`src/rtl/adc_responder.sv`:
```
// Serial ADC responder: answers an SPI-style initiator with a 16-bit frame
// {2'b00, sample, 2'b00} and generates test patterns frame by frame.
module adc_responder #(
    parameter int SYNC_STAGES = 2,
    parameter int SQUARE_HALF = 64
) (
    input  logic        osc_clk,
    input  logic        reset,
    input  logic        adc_clk,
    input  logic        adc_conv,
    input  logic        enable,
    input  logic [1:0]  mode,
    input  logic [7:0]  step,
    input  logic [11:0] const_value,
    output logic        adc_data,
    output logic [11:0] sample_value,
    output logic [15:0] frame_count,
    output logic        busy
);

    localparam logic [1:0] IDLE  = 2'd0;
    localparam logic [1:0] ARMED = 2'd1;
    localparam logic [1:0] SHIFT = 2'd2;
    localparam logic [1:0] DONE  = 2'd3;

    localparam logic [15:0] SQ_LAST = 16'(SQUARE_HALF - 1);

    logic [SYNC_STAGES-1:0] clk_sync;
    logic [SYNC_STAGES-1:0] conv_sync;
    logic        clk_prev;
    logic        conv_prev;
    logic [1:0]  state;
    logic [15:0] shreg;
    logic [4:0]  bit_cnt;
    logic        dir_up;
    logic [15:0] sq_cnt;

    logic        clk_s;
    logic        conv_s;
    logic        clk_fall;
    logic        conv_fall;
    logic        conv_rise;
    logic [12:0] up_sum;
    logic [12:0] down_diff;
    logic [11:0] next_sample;
    logic        next_dir;
    logic [15:0] next_sq;

    assign clk_s     = clk_sync[SYNC_STAGES-1];
    assign conv_s    = conv_sync[SYNC_STAGES-1];
    assign clk_fall  = clk_prev & ~clk_s;
    assign conv_fall = conv_prev & ~conv_s;
    assign conv_rise = ~conv_prev & conv_s;
    assign busy      = (state == SHIFT);

    always_ff @(posedge osc_clk or posedge reset) begin
        if (reset) begin
            clk_sync  <= '0;
            conv_sync <= '0;
        end else begin
            clk_sync[0]  <= adc_clk;
            conv_sync[0] <= adc_conv;
            for (int i = 1; i < SYNC_STAGES; i++) begin
                clk_sync[i]  <= clk_sync[i-1];
                conv_sync[i] <= conv_sync[i-1];
            end
        end
    end

    // Triangle math is done in 13 bits so the clamps at 0 and 4095 never wrap.
    assign up_sum    = {1'b0, sample_value} + {5'b0, step};
    assign down_diff = {1'b0, sample_value} - {5'b0, step};

    always_comb begin
        next_sample = sample_value;
        next_dir    = dir_up;
        next_sq     = sq_cnt;
        case (mode)
            2'b00: next_sample = sample_value + {4'b0, step};
            2'b01: begin
                if (dir_up) begin
                    if (up_sum >= 13'd4095) begin
                        next_sample = 12'hFFF;
                        next_dir    = 1'b0;
                    end else begin
                        next_sample = up_sum[11:0];
                    end
                end else begin
                    if (down_diff[12] || (down_diff == 13'd0)) begin
                        next_sample = 12'h000;
                        next_dir    = 1'b1;
                    end else begin
                        next_sample = down_diff[11:0];
                    end
                end
            end
            2'b10: next_sample = const_value;
            2'b11: begin
                if (sq_cnt == SQ_LAST) begin
                    next_sq     = 16'd0;
                    next_sample = (sample_value == 12'h000) ? 12'hFFF : 12'h000;
                end else begin
                    next_sq = sq_cnt + 16'd1;
                end
            end
        endcase
    end

    // Bit 0 of the frame is always zero, so leaving SHIFT with adc_data=0
    // still presents the 16th bit correctly.
    always_ff @(posedge osc_clk or posedge reset) begin
        if (reset) begin
            clk_prev     <= 1'b0;
            conv_prev    <= 1'b0;
            state        <= IDLE;
            shreg        <= '0;
            bit_cnt      <= '0;
            adc_data     <= 1'b0;
            sample_value <= '0;
            frame_count  <= '0;
            dir_up       <= 1'b1;
            sq_cnt       <= '0;
        end else begin
            clk_prev  <= clk_s;
            conv_prev <= conv_s;
            if (!enable) begin
                state    <= IDLE;
                adc_data <= 1'b0;
            end else begin
                case (state)
                    IDLE: begin
                        adc_data <= 1'b0;
                        if (conv_s) state <= ARMED;
                    end
                    ARMED: begin
                        adc_data <= 1'b0;
                        if (conv_fall) begin
                            shreg   <= {2'b00, sample_value, 2'b00};
                            bit_cnt <= 5'd0;
                            state   <= SHIFT;
                        end
                    end
                    SHIFT: begin
                        if (conv_rise) begin
                            adc_data <= 1'b0;
                            state    <= ARMED;
                        end else if (clk_fall) begin
                            adc_data <= shreg[15];
                            shreg    <= {shreg[14:0], 1'b0};
                            bit_cnt  <= bit_cnt + 5'd1;
                            if (bit_cnt == 5'd15) state <= DONE;
                        end
                    end
                    DONE: begin
                        adc_data     <= 1'b0;
                        frame_count  <= frame_count + 16'd1;
                        sample_value <= next_sample;
                        dir_up       <= next_dir;
                        sq_cnt       <= next_sq;
                        state        <= ARMED;
                    end
                    default: state <= IDLE;
                endcase
            end
        end
    end

endmodule

```
`config.mk`:
```
export PLATFORM = sky130hd
export DESIGN_NAME = adc_responder
export DESIGN_NICKNAME = d
export VERILOG_FILES = /design/src/rtl/adc_responder.sv
export SDC_FILE = /design/constraint.sdc
export NUM_CORES = 1
export LEC_CHECK = 0
export CORE_UTILIZATION = 40
export DETAILED_ROUTE_END_ITERATION = 6
export GPL_ROUTABILITY_DRIVEN = 0
export PLACE_DENSITY = 0.6
export SYNTH_ARGS = -nofsm -noshare
export SYNTH_HDL_FRONTEND = slang
export SYNTH_SLANG_ARGS = --single-unit
```
`constraint.sdc`:
```
create_clock -name osc_clk -period 5.41 [get_ports osc_clk]
set_input_delay 1.082 -clock osc_clk [delete_from_list [all_inputs] [get_ports osc_clk]]
set_output_delay 1.082 -clock osc_clk [all_outputs]
set_load 0.01 [all_outputs]
```
==> results of run 1 <==
==> through the flow <==
stage | hold WS, ns | util (%) | setup WS (ns) | std cells
6_report | 0.347 | 48.8 | 1.34 | 757
5_1_grt | 0.358 | 48.8 | 1.18 | 757
4_1_cts | 0.348 | 48.8 | 1.35 | 757
3_5_place_dp | 0.336 | 46.4 | 0.994 | 741
3_3_place_gp | 0.332 | 46.4 | 1.05 | 741
2_1_floorplan | 0.331 | - | 1.74 | 559
==> layout make-up <==
cell class	instances	area [sq um]	area share, %
Sequential cell	73	1830	31.2
Tap cell	147	184	3.14
Timing Repair Buffer	58	576	9.81
Clock buffer	13	250	4.27
Inverter	28	105	1.79
Multi-Input combinational cell	435	2880	49.1
Clock inverter	3	40.0	0.683
==> worst min-delay path by stage <==
| stage | slack, ns | depth (start not counted) | to | from |
|---|---|---|---|---|
| finish | 0.35 | 0 | clk_sync[1] | clk_sync[0] |
| global route | 0.36 | 0 | clk_sync[1] | clk_sync[0] |
| CTS | 0.35 | 0 | clk_sync[1] | clk_sync[0] |
| detailed placement | 0.34 | 0 | clk_sync[1] | clk_sync[0] |
| global placement | 0.33 | 0 | conv_sync[1] | conv_sync[0] |
| floorplan | 0.33 | 0 | clk_sync[1] | clk_sync[0] |
==> report_power, final <==
part	total [mW]	switching, mW	leakage [nW]	internal [mW]
sequential	0.756	0.127	0.963	0.629
combinational	1.03	0.589	1.38	0.437
clock	0.577	0.209	0.144	0.368
==> logic make-up after synthesis <==
| family | after synthesis | share of synthesized area, % |
|---|---|---|
| compound gates | 141 | 19.0 |
| xor+xnor | 44 | 7.83 |
| fa+ha+maj | 27 | 7.17 |
| buf+inv | 51 | 4.35 |
| flops | 73 | 37.1 |
| mux | 12 | 2.44 |
| simple gates | 211 | 22.1 |
==> synthesized netlist by cell type (2+ instances only) <==
library cell  instances  share of area (%)
dfrtp_1              72                 37
o21ai_1               4               0.41
nand3_1              14                1.4
nor3b_1               2               0.30
buf_1                 4               0.30
o21a_1                4               0.61
fa_1                  2               0.81
o21ai_0              40                4.1
nand3b_1              4               0.61
nand4_1              12                1.5
o211a_1               2               0.41
a211oi_1              7                1.1
buf_6                 2               0.46
clkbuf_1             13               0.99
a211o_1               3               0.53
nor2_1               41                3.1
nand2b_1             13                1.7
nor4_1                3               0.38
a21o_1                3               0.46
xor2_1               12                2.1
buf_2                 3               0.30
nor2b_1              12                1.5
or4_1                 6               0.91
a31oi_1               5               0.64
o221ai_1              3               0.53
or3_1                 7               0.89
inv_1                26                2.0
a22o_1                4               0.71
xnor2_1              32                5.7
o22ai_1               5               0.64
mux2i_1              12                2.4
ha_1                 25                6.4
a21boi_0              3               0.46
a21oi_1              28                2.8
o2111ai_1             3               0.53
and3_1                9                1.1
nor3_1               10                1.0
nand4b_1              4               0.71
and2_1                5               0.64
or2_2                 6               0.76
nand2_1              58                4.4
o211ai_1              6               0.91
o31ai_1               2               0.30
==> routing by layer <==
metal	wire length, microns	vias up
li1	-	2090
met1	5990	2085
met2	5700	128
met3	640	14
met4	197	0
met5	0	-
==> sequential cells by signal, indices dropped and copies added, names as in the netlist <==
signal and flops:
shreg 14, conv_prev 1, conv_sync 2, state 2
clk_prev 1, dir_up 1, adc_data 1, sample_value 12
bit_cnt 5, sq_cnt 16, frame_count 16, clk_sync 2
==> reports/qor.csv, run 1 <==
stage,metric,value,unit
status,status,finished clean,
finish,stdcell_area,0.00586,sq mm
min_path,hold_path.class,flop to flop,
logic_synthesis,synthesis.area,0.00492,sq mm
timing,maxSlewHeadroom,39.0,%
detailed_routing,num_vias,4317,
clocking,clock_path_buffers,2,
finish,diodes,0,
floorplanning,die_h,113,microns
power,power,2.36,mW
setup_path,startpoint_type,input port,
global_routing,overflow,0,
global_routing,grt_pass1_vias,4169,
clocking,htree_num_levels,3,
placement,place.port_buffers,56,
detailed_routing,drc,0,
logic_synthesis,synth_edf_count,0,
placement,place_hpwl,9440,microns
setup_path,reg2reg_from,sample_value[0],
run,cap_viol_max_count,0,
clocking,cts-resized-gates,0,
finish,final_common_cell,dfrtp_1,
setup_path,crit_path_top_delay_cell,or4_1,
clocking,cts.sinks,73,
setup_path,critPathCaptureType,flop,
timing,min_period,4.07,ns
setup_path,cp-endpoint,sample_value[2],
timing,skew,0.00451,ns
detailed_routing,wl_per_cell,16.6,microns
clocking,cts_setup_buffers,0,
global_routing,use_met3,3.91,%
timing,rsz0062_at_grt,false,
logic_synthesis,async_flop_share,100,%
setup_path,crit_path_cell_trace,clkdlybuf4s50_1 > ha_1 > inv_1 > fa_1 > xnor2_1 > nand3b_1 > or3_1 > or4_1 > o41a_1 > o21ai_2 > o22ai_1,
power,power_density,402,mW/mm^2
detailed_routing,drtPass1Iterations,5,
setup_path,critPathBufInv,2,
detailed_routing,drt_iter0_markers,409,
clocking,postCtsHoldBufs,0,
floorplanning,fp.coreArea,0.0120,sq mm
power,power.leakage,2.49,nW
global_routing,grtUsageMet1,30.2,%
logic_synthesis,synthCells,559,
global_routing,antenna_found_initial,0,
clocking,cts_tree,yes,
logic_synthesis,syn-num-nets,613,
timing,drv_slew,0,
setup_path,critPathArrivalTime,4.27,ns
clocking,cts_buffers,9,
floorplanning,ios,57,
timing,max_freq,0.246,GHz
clocking,worstSkewPairLatency,0.33,ns
finish,mostFrequentLayoutCells,"72 x dfrtp_1, 58 x nand2_1, 56 x clkdlybuf4s50_1",
setup_path,r2r_setup_slack,2.01,ns
logic_synthesis,ys_seq_elements,73,
setup_path,path_delay_family,simple AND/OR/NAND/NOR gates,
global_routing,grt_pass1_wl,21200,microns
logic_synthesis,ys_seq_area_share,37.1,%
floorplanning,die_area,0.0128,sq mm
logic_synthesis,synth_ff_type,dfrtp_1,
setup_path,cpPeakStageDelay,0.50,ns
placement,placedInstanceArea,0.00557,sq mm
floorplanning,initial_core_util,41.0,%
detailed_routing,antenna_left,0,
detailed_routing,vias_per_cell,5.70,
finish,num-fill-cells,1168,
setup_path,r2r_end,sample_value[2],
logic_synthesis,synth_cell_type_count,71,
setup_path,critPathMaxFanout,5,
finish,layout-drive-gt1-share,5.74,%
timing,setup_viol,0,
global_routing,grt_start_max_net_pins,43,
timing,min_period_over_period,75.2,%
floorplanning,num_rows,40,
logic_synthesis,avgSynthCellArea,8.81,sq um
global_routing,grt_use_total,21.0,%
setup_path,path_class,input port to flop,
timing,report.final.hold_viol_count,0,
finish,syn_to_final_growth,19.1,%
setup_path,critPathRequiredTime,5.61,ns
global_routing,grt.met2_usage,32.3,%
clocking,clk_pin_slew,0.05,ns
power,ir_drop,0.182,mV
floorplanning,fp.dieW,113,microns
logic_synthesis,yosys_warnings,0,
global_routing,busiest_layer,met2,
setup_path,crit_start,step[0],
timing,tns,0,ns
setup_path,cp.depth,11,
detailed_routing,routed_wl,12500,microns
timing,worstMarginPinSlew,0.915,ns
setup_path,reg2reg_depth,11,
finish,nNetsFinal,659,
clocking,cts_root_buffer,clkbuf_16,
Note: power is estimated with default switching activity, not from simulation.
==> run 2: changes to the inputs <==
==> constraint.sdc (replaced) <==
create_clock -name osc_clk -period 4.19 [get_ports osc_clk]
set_input_delay 0.838 -clock osc_clk [delete_from_list [all_inputs] [get_ports osc_clk]]
set_output_delay 0.838 -clock osc_clk [all_outputs]
set_load 0.01 [all_outputs]
==> run 2 against run 1 <==
  * Non-clock buffer count up 11
  * Critical path depth stayed put
  * First-iteration DRC count is 16% lower
  * Power up 35%
  * Clock skew rose by 0.0035 ns
  * Die area did not move
  * Sequential share of layout area shrank 0.64 points
  * Via count rose by 1.0%
  * Sequential power is 26% higher
  * Global-route usage is 0.18 points higher
==> reports/qor.csv, run 2 (same netlist as run 1, synthesis figures left out) <==
stage,metric,value,unit,change
finish,seq_area,0.00183,sq mm,unchanged
floorplanning,num_rows,40,,unchanged
finish,syn_to_final_growth,21.6,%,was 19.1%
power,power,3.18,mW,was 2.36 mW
status,status,finished clean,,unchanged
timing,maxSlewHeadroom,54.9,%,was 39.0%
clocking,worstSkewPairLatency,0.33,ns,about the same
finish,num-fill-cells,1151,,was 1168
global_routing,grt_pass1_vias,4218,,was 4169
power,ir_drop,0.243,mV,was 0.182 mV
setup_path,reg2reg_from,sample_value[0],,unchanged
timing,min_period_over_period,92.4,%,
finish,layout-drive-gt1-share,7.89,%,was 5.74%
setup_path,startpoint_type,input port,,unchanged
clocking,cts.sinks,73,,unchanged
detailed_routing,vias_per_cell,5.68,,was 5.70
timing,rsz0062_at_grt,false,,unchanged
detailed_routing,wl_per_cell,16.7,microns,was 16.6 microns
clocking,htree_num_levels,3,,unchanged
power,combPwrFrac,43.7,%,was 43.5%
floorplanning,fp.coreArea,0.0120,sq mm,unchanged
setup_path,critPathMaxFanout,5,,unchanged
power,p_seq_share,30.0,%,was 32.0%
global_routing,antenna_found_initial,0,,unchanged
finish,stdcell_area,0.00599,sq mm,was 0.00586 sq mm
clocking,postCtsHoldBufs,0,,unchanged
floorplanning,fp.dieW,113,microns,unchanged
finish,nNetsFinal,670,,was 659
setup_path,cp-endpoint,sample_value[0],,was sample_value[2]
placement,placedInstanceArea,0.00566,sq mm,was 0.00557 sq mm
timing,min_period,3.87,ns,
setup_path,cp.depth,11,,unchanged
setup_path,reg2reg_depth,11,,unchanged
power,power.leakage,2.56,nW,was 2.49 nW
detailed_routing,drt_iter0_markers,343,,was 409
detailed_routing,drc,0,,unchanged
finish,multiInputGateArea,0.00288,sq mm,unchanged
timing,hold_ws,0.344,ns,was 0.347 ns
setup_path,crit_path_cell_trace,clkdlybuf4s50_1 > ha_1 > inv_1 > fa_1 > xnor2_1 > nand3b_1 > or3_1 > or4_1 > o41a_1 > o31ai_1 > o21ai_1,,was clkdlybuf4s50_1 > ha_1 > inv_1 > fa_1 > xnor2_1 > nand3b_1 > or3_1 > or4_1 > o41a_1 > o21ai_2 > o22ai_1
run,cap_viol_max_count,0,,unchanged
clocking,cts_root_buffer,clkbuf_16,,unchanged
detailed_routing,routed_wl,12800,microns,was 12500 microns
clocking,cts_tree,yes,,unchanged
floorplanning,initial_core_util,41.0,%,unchanged
setup_path,r2r_setup_slack,0.76,ns,was 2.01 ns
floorplanning,die_h,113,microns,unchanged
placement,place.port_buffers,56,,unchanged
power,power_switching,1.22,mW,was 0.924 mW
timing,report.final.hold_viol_count,0,,unchanged
global_routing,grt_start_max_net_pins,44,,was 43
detailed_routing,antenna_left,0,,unchanged
floorplanning,ios,57,,unchanged
global_routing,overflow,0,,unchanged
power,p_sw_share,38.3,%,was 39.2%
placement,place_hpwl,9630,microns,was 9440 microns
finish,final_common_cell,dfrtp_1,,unchanged
setup_path,path_class,input port to flop,,unchanged
setup_path,critPathCaptureType,flop,,unchanged
clocking,cts_buffers,9,,unchanged
power,intPower,1.96,mW,was 1.43 mW
min_path,hold_path.class,flop to flop,,unchanged
setup_path,cpPeakStageDelay,0.51,ns,was 0.50 ns
timing,worstMarginPinSlew,0.676,ns,was 0.915 ns
setup_path,crit_start,step[0],,unchanged
finish,reg_top3,"frame_count: 16 flops, sq_cnt: 16 flops, shreg: 14 flops",,unchanged
timing,max_freq,0.258,GHz,
power,p_clk_share,26.3,%,was 24.5%
power,power_density,531,mW/mm^2,was 402 mW/mm^2
min_path,min_path_cells,0,,unchanged
timing,tns,0,ns,unchanged
setup_path,crit_path_top_delay_cell,or4_1,,unchanged
floorplanning,die_area,0.0128,sq mm,unchanged
global_routing,grt_use_total,21.2,%,was 21.0%
detailed_routing,drtPass1Iterations,5,,unchanged
finish,diodes,0,,unchanged
timing,setup_viol,0,,unchanged
finish,utilization,49.8,%,was 48.8%
setup_path,critPathArrivalTime,4.08,ns,was 4.27 ns
finish,mostFrequentLayoutCells,"72 x dfrtp_1, 58 x nand2_1, 56 x clkdlybuf4s50_1",,unchanged
clocking,clk_pin_slew,0.06,ns,was 0.05 ns
clocking,cts-resized-gates,0,,unchanged
timing,skew,0.00806,ns,was 0.00451 ns
clocking,clock_path_buffers,2,,unchanged
setup_path,critPathBufInv,2,,unchanged
setup_path,critPathRequiredTime,4.39,ns,was 5.61 ns
detailed_routing,num_vias,4362,,was 4317
setup_path,r2r_end,sample_value[0],,was sample_value[2]
clocking,cts_setup_buffers,0,,unchanged
timing,drv_slew,0,,unchanged
setup_path,path_delay_family,simple AND/OR/NAND/NOR gates,,unchanged
global_routing,grt_pass1_wl,21400,microns,was 21200 microns
==> run 2: cell types whose count changed in the layout (fill, tap and decap cells not counted) <==
| cell | before | now |
|---|---|---|
| buf_4 | 2 | 13 |
| clkbuf_1 | 3 | 0 |
| bufinv_16 | 1 | 2 |
| clkbuf_8 | 1 | 2 |
| clkinvlp_4 | 0 | 1 |
==> run 2: per-layer routing <==
metal / track usage (%) / up-vias / routed length [microns]
met5: 0 / - / 0
met1: 30.0 / 2109 / 6170
met3: 4.02 / 21 / 655
met4: 6.58 / 0 / 265
li1: - / 2107 / -
met2: 32.9 / 125 / 5710
==> run 2: worst min-delay path by stage <==
stage	from	end	slack (ns)
floorplan	clk_sync[0]	clk_sync[1]	0.33
global placement	conv_sync[0]	conv_sync[1]	0.33
detailed placement	clk_sync[0]	clk_sync[1]	0.34
CTS	conv_sync[0]	conv_sync[1]	0.35
global route	conv_sync[0]	conv_sync[1]	0.35
finish	conv_sync[0]	conv_sync[1]	0.34
==> run 2: per-stage QoR <==
step                      cells  setup WS (ns)
after CTS                   768          0.353
final                       768          0.318
after floorplan             559          0.762
after global placement      752         0.0754
after global routing        768          0.152
after detailed placement    752       -0.00207
==> run 2: power by group through the flow <==
stage / Combinational (mW) / Clock, mW / Sequential (mW)
3_5_place_dp: 1.36 / 0 / 0.965
6_report: 1.39 / 0.836 / 0.953
5_1_grt: 1.53 / 0.884 / 0.974
2_1_floorplan: 0.964 / 0 / 0.931
3_3_place_gp: 1.35 / 0 / 0.959
4_1_cts: 1.37 / 0.852 / 0.953
==> run 2: cell type report <==
type | count | share of cell area (%)
multi-input cells | 435 | 48.1
flip-flops and latches | 73 | 30.5
repair buffers | 69 | 11.0
clock buffers | 11 | 4.22
well taps | 147 | 3.07
inverters | 28 | 1.76
clock inverters | 5 | 1.30
